===== src/rtl/ldst_mem_issuer.sv =====
// ldst_mem_issuer: pops the oldest load/store entry, drives the D-cache port and reports results on the CDB.
module ldst_mem_issuer #(
  parameter int DATA_W = 16,
  parameter int TAG_W  = 3
) (
  input  logic              i_clk,
  input  logic              i_reset_n,
  input  logic              i_flush,
  input  logic              i_head_valid,
  input  logic              i_head_ready,
  input  logic              i_head_is_store,
  input  logic              i_head_byte,
  input  logic [DATA_W-1:0] i_head_addr,
  input  logic [DATA_W-1:0] i_head_wdata,
  input  logic [TAG_W-1:0]  i_head_tag,
  input  logic              i_rob_head_valid,
  input  logic [TAG_W-1:0]  i_rob_head_tag,
  output logic              o_ldst_re,
  output logic              o_dmem_read,
  output logic              o_dmem_write,
  output logic [DATA_W-1:0] o_dmem_address,
  output logic [DATA_W-1:0] o_dmem_wdata,
  output logic [1:0]        o_dmem_byte_enable,
  input  logic              i_dmem_resp,
  input  logic [DATA_W-1:0] i_dmem_rdata,
  output logic              o_cdb_valid,
  output logic [TAG_W-1:0]  o_cdb_tag,
  output logic [DATA_W-1:0] o_cdb_data,
  input  logic              i_cdb_grant,
  output logic              o_store_done,
  output logic [TAG_W-1:0]  o_store_done_tag,
  output logic              o_busy
);
  typedef enum logic [2:0] {IDLE, LD_REQ, ST_REQ, BCAST, DRAIN} state_t;
  state_t            r_state, w_next;
  logic [DATA_W-1:0] r_addr, r_wdata, r_result, w_ld_data;
  logic [TAG_W-1:0]  r_tag;
  logic              r_byte, r_dmem_read, r_dmem_write;
  logic              w_go_ld, w_go_st, w_req, w_bcast;
  logic [7:0]        w_lane;
  logic [1:0]        w_be;
  assign w_go_ld   = ~i_flush & i_head_valid & i_head_ready & ~i_head_is_store;
  assign w_go_st   = ~i_flush & i_head_valid & i_head_ready & i_head_is_store &
                     i_rob_head_valid & (i_rob_head_tag == i_head_tag);
  assign w_req     = r_dmem_read | r_dmem_write;
  assign w_bcast   = r_state == BCAST;
  assign w_lane    = r_addr[0] ? i_dmem_rdata[8 +: 8] : i_dmem_rdata[7:0];
  assign w_ld_data = r_byte ? {{(DATA_W-8){w_lane[7]}}, w_lane} : i_dmem_rdata;
  assign w_be      = ~r_byte ? 2'b11 : r_addr[0] ? 2'b10 : 2'b01;
  always_comb begin
    w_next = r_state;
    case (r_state)
      IDLE:    w_next = w_go_ld ? LD_REQ : w_go_st ? ST_REQ : IDLE;
      LD_REQ:  w_next = i_dmem_resp ? (i_flush ? IDLE : BCAST) : (i_flush ? DRAIN : LD_REQ);
      ST_REQ:  w_next = i_dmem_resp ? IDLE : ST_REQ;
      BCAST:   w_next = (i_cdb_grant | i_flush) ? IDLE : BCAST;
      DRAIN:   w_next = i_dmem_resp ? IDLE : DRAIN;
      default: w_next = IDLE;
    endcase
  end
  always_ff @(posedge i_clk or negedge i_reset_n) begin
    if (!i_reset_n) begin
      r_state      <= IDLE;
      r_addr       <= '0;
      r_wdata      <= '0;
      r_tag        <= '0;
      r_byte       <= 1'b0;
      r_result     <= '0;
      r_dmem_read  <= 1'b0;
      r_dmem_write <= 1'b0;
    end else begin
      r_state      <= w_next;
      r_dmem_read  <= (w_next == LD_REQ) | (w_next == DRAIN);
      r_dmem_write <= w_next == ST_REQ;
      if (r_state == IDLE && w_next != IDLE) begin
        r_addr  <= i_head_addr;
        r_wdata <= i_head_byte ? {(DATA_W/8){i_head_wdata[7:0]}} : i_head_wdata;
        r_tag   <= i_head_tag;
        r_byte  <= i_head_byte;
      end
      if (r_state == LD_REQ && i_dmem_resp && !i_flush) r_result <= w_ld_data;
    end
  end
  // A committed store always completes; flush only suppresses the pop.
  assign o_ldst_re          = i_dmem_resp & ((r_state == LD_REQ) | (r_state == ST_REQ)) & ~i_flush;
  assign o_dmem_read        = r_dmem_read;
  assign o_dmem_write       = r_dmem_write;
  assign o_dmem_address     = w_req ? {r_addr[DATA_W-1:1], 1'b0} : '0;
  assign o_dmem_wdata       = r_dmem_write ? r_wdata : '0;
  assign o_dmem_byte_enable = w_req ? w_be : 2'b00;
  assign o_cdb_valid        = w_bcast;
  assign o_cdb_tag          = w_bcast ? r_tag : '0;
  assign o_cdb_data         = w_bcast ? r_result : '0;
  assign o_store_done       = (r_state == ST_REQ) & i_dmem_resp;
  assign o_store_done_tag   = o_store_done ? r_tag : '0;
  assign o_busy             = r_state != IDLE;
endmodule


===== config.mk =====
export PLATFORM = sky130hd
export DESIGN_NAME = ldst_mem_issuer
export DESIGN_NICKNAME = d
export VERILOG_FILES = /design/src/rtl/ldst_mem_issuer.sv
export SDC_FILE = /design/constraint.sdc
export NUM_CORES = 1
export LEC_CHECK = 0
export ABC_CLOCK_PERIOD_IN_PS = 2100
export CELL_PAD_IN_SITES_DETAIL_PLACEMENT = 0
export CELL_PAD_IN_SITES_GLOBAL_PLACEMENT = 2
export CORE_MARGIN = 4
export CORE_UTILIZATION = 35
export CTS_CLUSTER_DIAMETER = 100
export CTS_CLUSTER_SIZE = 14
export DETAILED_ROUTE_END_ITERATION = 10
export DONT_BUFFER_PORTS = 1
export MAX_ROUTING_LAYER = met4
export PLACE_DENSITY_LB_ADDON = 0.3
export SLEW_MARGIN = 20
export SYNTH_ARGS = -nofsm -noshare
export SYNTH_HDL_FRONTEND = slang
export SYNTH_SLANG_ARGS = --single-unit

===== constraint.sdc =====
create_clock -name i_clk -period 2.1 [get_ports i_clk]
set_input_delay 0.21 -clock i_clk [delete_from_list [all_inputs] [get_ports i_clk]]
set_output_delay 0.21 -clock i_clk [all_outputs]
set_load 0.1 [all_outputs]

==> results.md, run 1 <==
* Power density cells at about 1100 nW/µm²
* DRC at 0
* DP HPWL at about 5.3 mm
* Finish-stage setup viols at 0
* Most common cell in the netlist: dfrtp_1
* Min-delay src: i_head_wdata[6]
* Crit path max-delay family: simple AND/OR/NAND/NOR gates
* Final hold slack at 30.8 ps
* Synth top area share at 0.480
* Top FF cell, synth: dfrtp_1
* Max Cap Viol at 0
* Via count at 2072
* RePlAce Congestion at 0.808
* Post-Synthesis Net Count at between 300 and 400
* RSZ-0062 raised after global routing: false
* Buffer depth of the longest clock path at 2
* Setup TNS at 0 ps
* Number of nets in the layout at 372
* Worst setup path class: reg2out
* Peak supply drop at approximately 0.64 mV
* Die height at roughly 100 µm
* Ys async rst share at 1.00
* # rows at 33
* Post_cts resized at 0
* Max frequency at 525 MHz
* Worst Setup SP: r_state[0]$_DFF_PN0_
* First drt pass iteration count at 4
* Initial antenna violation count at 0
* Max_slew headroom at 0.583
* Buffers and inverters on the worst path at 2
* Starting Density at 0.360
* Iter 0 DRT Violations at 89
* Ant. Diodes at 0
* Core area at between 8000 and 9000 µm²
* Routed len/inst at between 15 and 20 µm
* ANT nets after route at 0
* I/O Pins at approximately 130
* Avg Inst Size Synth at 11.8 µm²
* Cells taking the most area after synthesis: dfrtp_1, mux2_4, mux2_2
* Global-route wire length before repair at between 10 and 15 mm
* Cell Area, Synth at around 3000 µm²
* Vias in the first global route at about 2100
* Placed insts at 400
* Worst Path Required at 1890 ps
* Worst Setup End Kind: output pin
* Syn. warnings at 0
* FF-to-FF Start: r_state[0]$_DFF_PN0_
* Tcrit/Tclk final at 0.907
* Seq/Total Area, Yosys at 0.480
* Startpoint Class: flop
* Number of hold violations in the final report at 0
* # clock sinks at 57
* Setup Skew at 4.73 ps
* Clk Latency, worst-skew pair at between 300 and 400 ps
* Root Buffer: clkbuf_8
* Number of I/O port buffers at 0
* H-tree Lvls at 3
* Post-route non-filler standard cell count at between 400 and 500
* CTS tree: done
* Die width at about 100 µm
* Cells after Synth at 252
* Drt total wl at slightly above 7 mm
* TritonCTS buffer count at 9
* Max Fanout on Critical Path at 18
* Register bit total from synthesis at 57
* Synth cell types at 28
* DR vias/cell at between 4 and 5
* Crit-path slowest cell: dfrtp_1
* Tmin final at 1910 ps
* Number of synthesized flops with an enable pin at 0
* Max Slew Vio Count at 0
* Status: finished, final reports clean
* Clk slew on worst S/H paths at about 70 ps
* Top cells by count, synth: dfrtp_1, mux2_4, nor2b_1, and3_1, and2_1
* Largest net degree at the start of global routing at just under 60
* CP cell instances: nor2b_1 -> buf_4 -> and3_1 -> buf_12
* Largest stage delay, worst path at approximately 420 ps
* Grt total ovfl at 0
* Worst Hold Class: in2reg
* Proportion of layout cells with a drive suffix above 1 at 0.463
* P&R area growth vs syn at 39.5%
* Critical Path AT at between 1500 and 2000 ps
* Actual slew at the worst max-slew pin at approximately 620 ps
* Yosys top cell by area: dfrtp_1
* Die area at around 10000 µm²
* Leak Pwr at approximately 0.002 µW
* Gr usage total at 0.147
## layout by cell type, fill, tap and decap left out, drive strengths merged, types with 2 or more instances in the layout
| cell type | instances |
|---|---|
| dfrtp | 57 |
| or3 | 2 |
| a21oi | 3 |
| buf | 60 |
| o22a | 8 |
| clkbuf | 13 |
| xor2 | 3 |
| mux2i | 9 |
| and3 | 22 |
| inv | 3 |
| o21ai | 10 |
| and2 | 20 |
| nor2 | 4 |
| clkinv | 2 |
| mux2 | 45 |
| nand2 | 15 |
| nand2b | 2 |
| nor2b | 25 |
## per-stage QoR
step / total power (µW) / area, µm² / utilization / setup slack, ps
after global placement: 3690 / 3920 / 0.475 / 323
after detailed placement: 3720 / 3920 / 0.475 / 277
after global routing: 4940 / 4150 / 0.502 / 79.7
final: 4710 / 4150 / 0.502 / 195
after floorplan: 3350 / 3100 / - / 95.0
after CTS: 4770 / 4150 / 0.502 / 175
## where the power goes
| part | switching [µW] | total, µW | internal (µW) |
|---|---|---|---|
| sequential | 231 | 1700 | 1470 |
| clock | 413 | 991 | 578 |
| combinational | 1280 | 2020 | 743 |
## cell families (layout without fill, tap and decap cells)
logic type	after synthesis	in the layout	synth area share
simple gates	94	94	0.183
flops	57	57	0.480
mux	54	54	0.239
compound gates	24	24	0.0534
buf+inv	19	80	0.0353
xor+xnor	3	3	0.00884
other cells	1	1	0.00126
## area by class of cell
cell class,instances,area (µm²)
clock buffer,13,149
tap,105,131
inverter,3,11.3
fill,748,4110
multi-input combinational,176,1560
timing repair buffer,61,818
clock inverter,3,40.0
sequential,57,1430
## worst reg2reg max path, stage by stage, from the launching register on
cell     delay [ps]
dfrtp_1         420
nor2b_1         270
buf_4           250
and3_1          220
nand2_1         180
o22a_1          230
## timing repair
| item | CTS | global route |
|---|---|---|
| setup buffers | 0 | 0 |
| hold buffers | 2 | 0 |
| hold endpoints to repair | 57 | 0 |
## metal layers
layer | GRT usage | wire length, µm | vias up | share of wire
met2 | 0.223 | 3420 | 83 | 0.48
met3 | 0.0535 | 579 | 12 | 0.080
li1 | - | - | 975 | -
met4 | 0.0591 | 80 | 0 | 0.011
met1 | 0.178 | 3120 | 1002 | 0.43
met5 | - | 0 | - | 0
## sequential cells by signal, indices dropped and copies added, names as in the netlist
register	flops
o_dmem_write	1
o_dmem_read	1
r_tag	3
r_wdata	16
r_state	3
r_result	16
r_addr	16
r_byte	1
## final timing paths
| kind | depth (start not counted) | slack, ps | to |
|---|---|---|---|
| worst max register to register | 5 | 420 | r_result[11]$_DFFE_PN0P_ |
| worst max-delay path | 4 | 190 | o_cdb_data[15] |
| worst min-delay path | 1 | 30 | r_wdata[6]$_DFFE_PN0P_ |
| worst min register to register | 2 | 480 | r_result[4]$_DFFE_PN0P_ |
| max in group asynchronous | 2 | 1380 | o_dmem_read$_DFF_PN0_ |
| min in group asynchronous | 2 | 460 | r_result[3]$_DFFE_PN0P_ |
Note: power is estimated with default switching activity, not from simulation.
==> run 2: changes to the inputs <==
Settings changed: SLEW_MARGIN 20 to default.
==> results of run 2 <==
The final DEF is identical to that of run 1; final timing and power are the same.
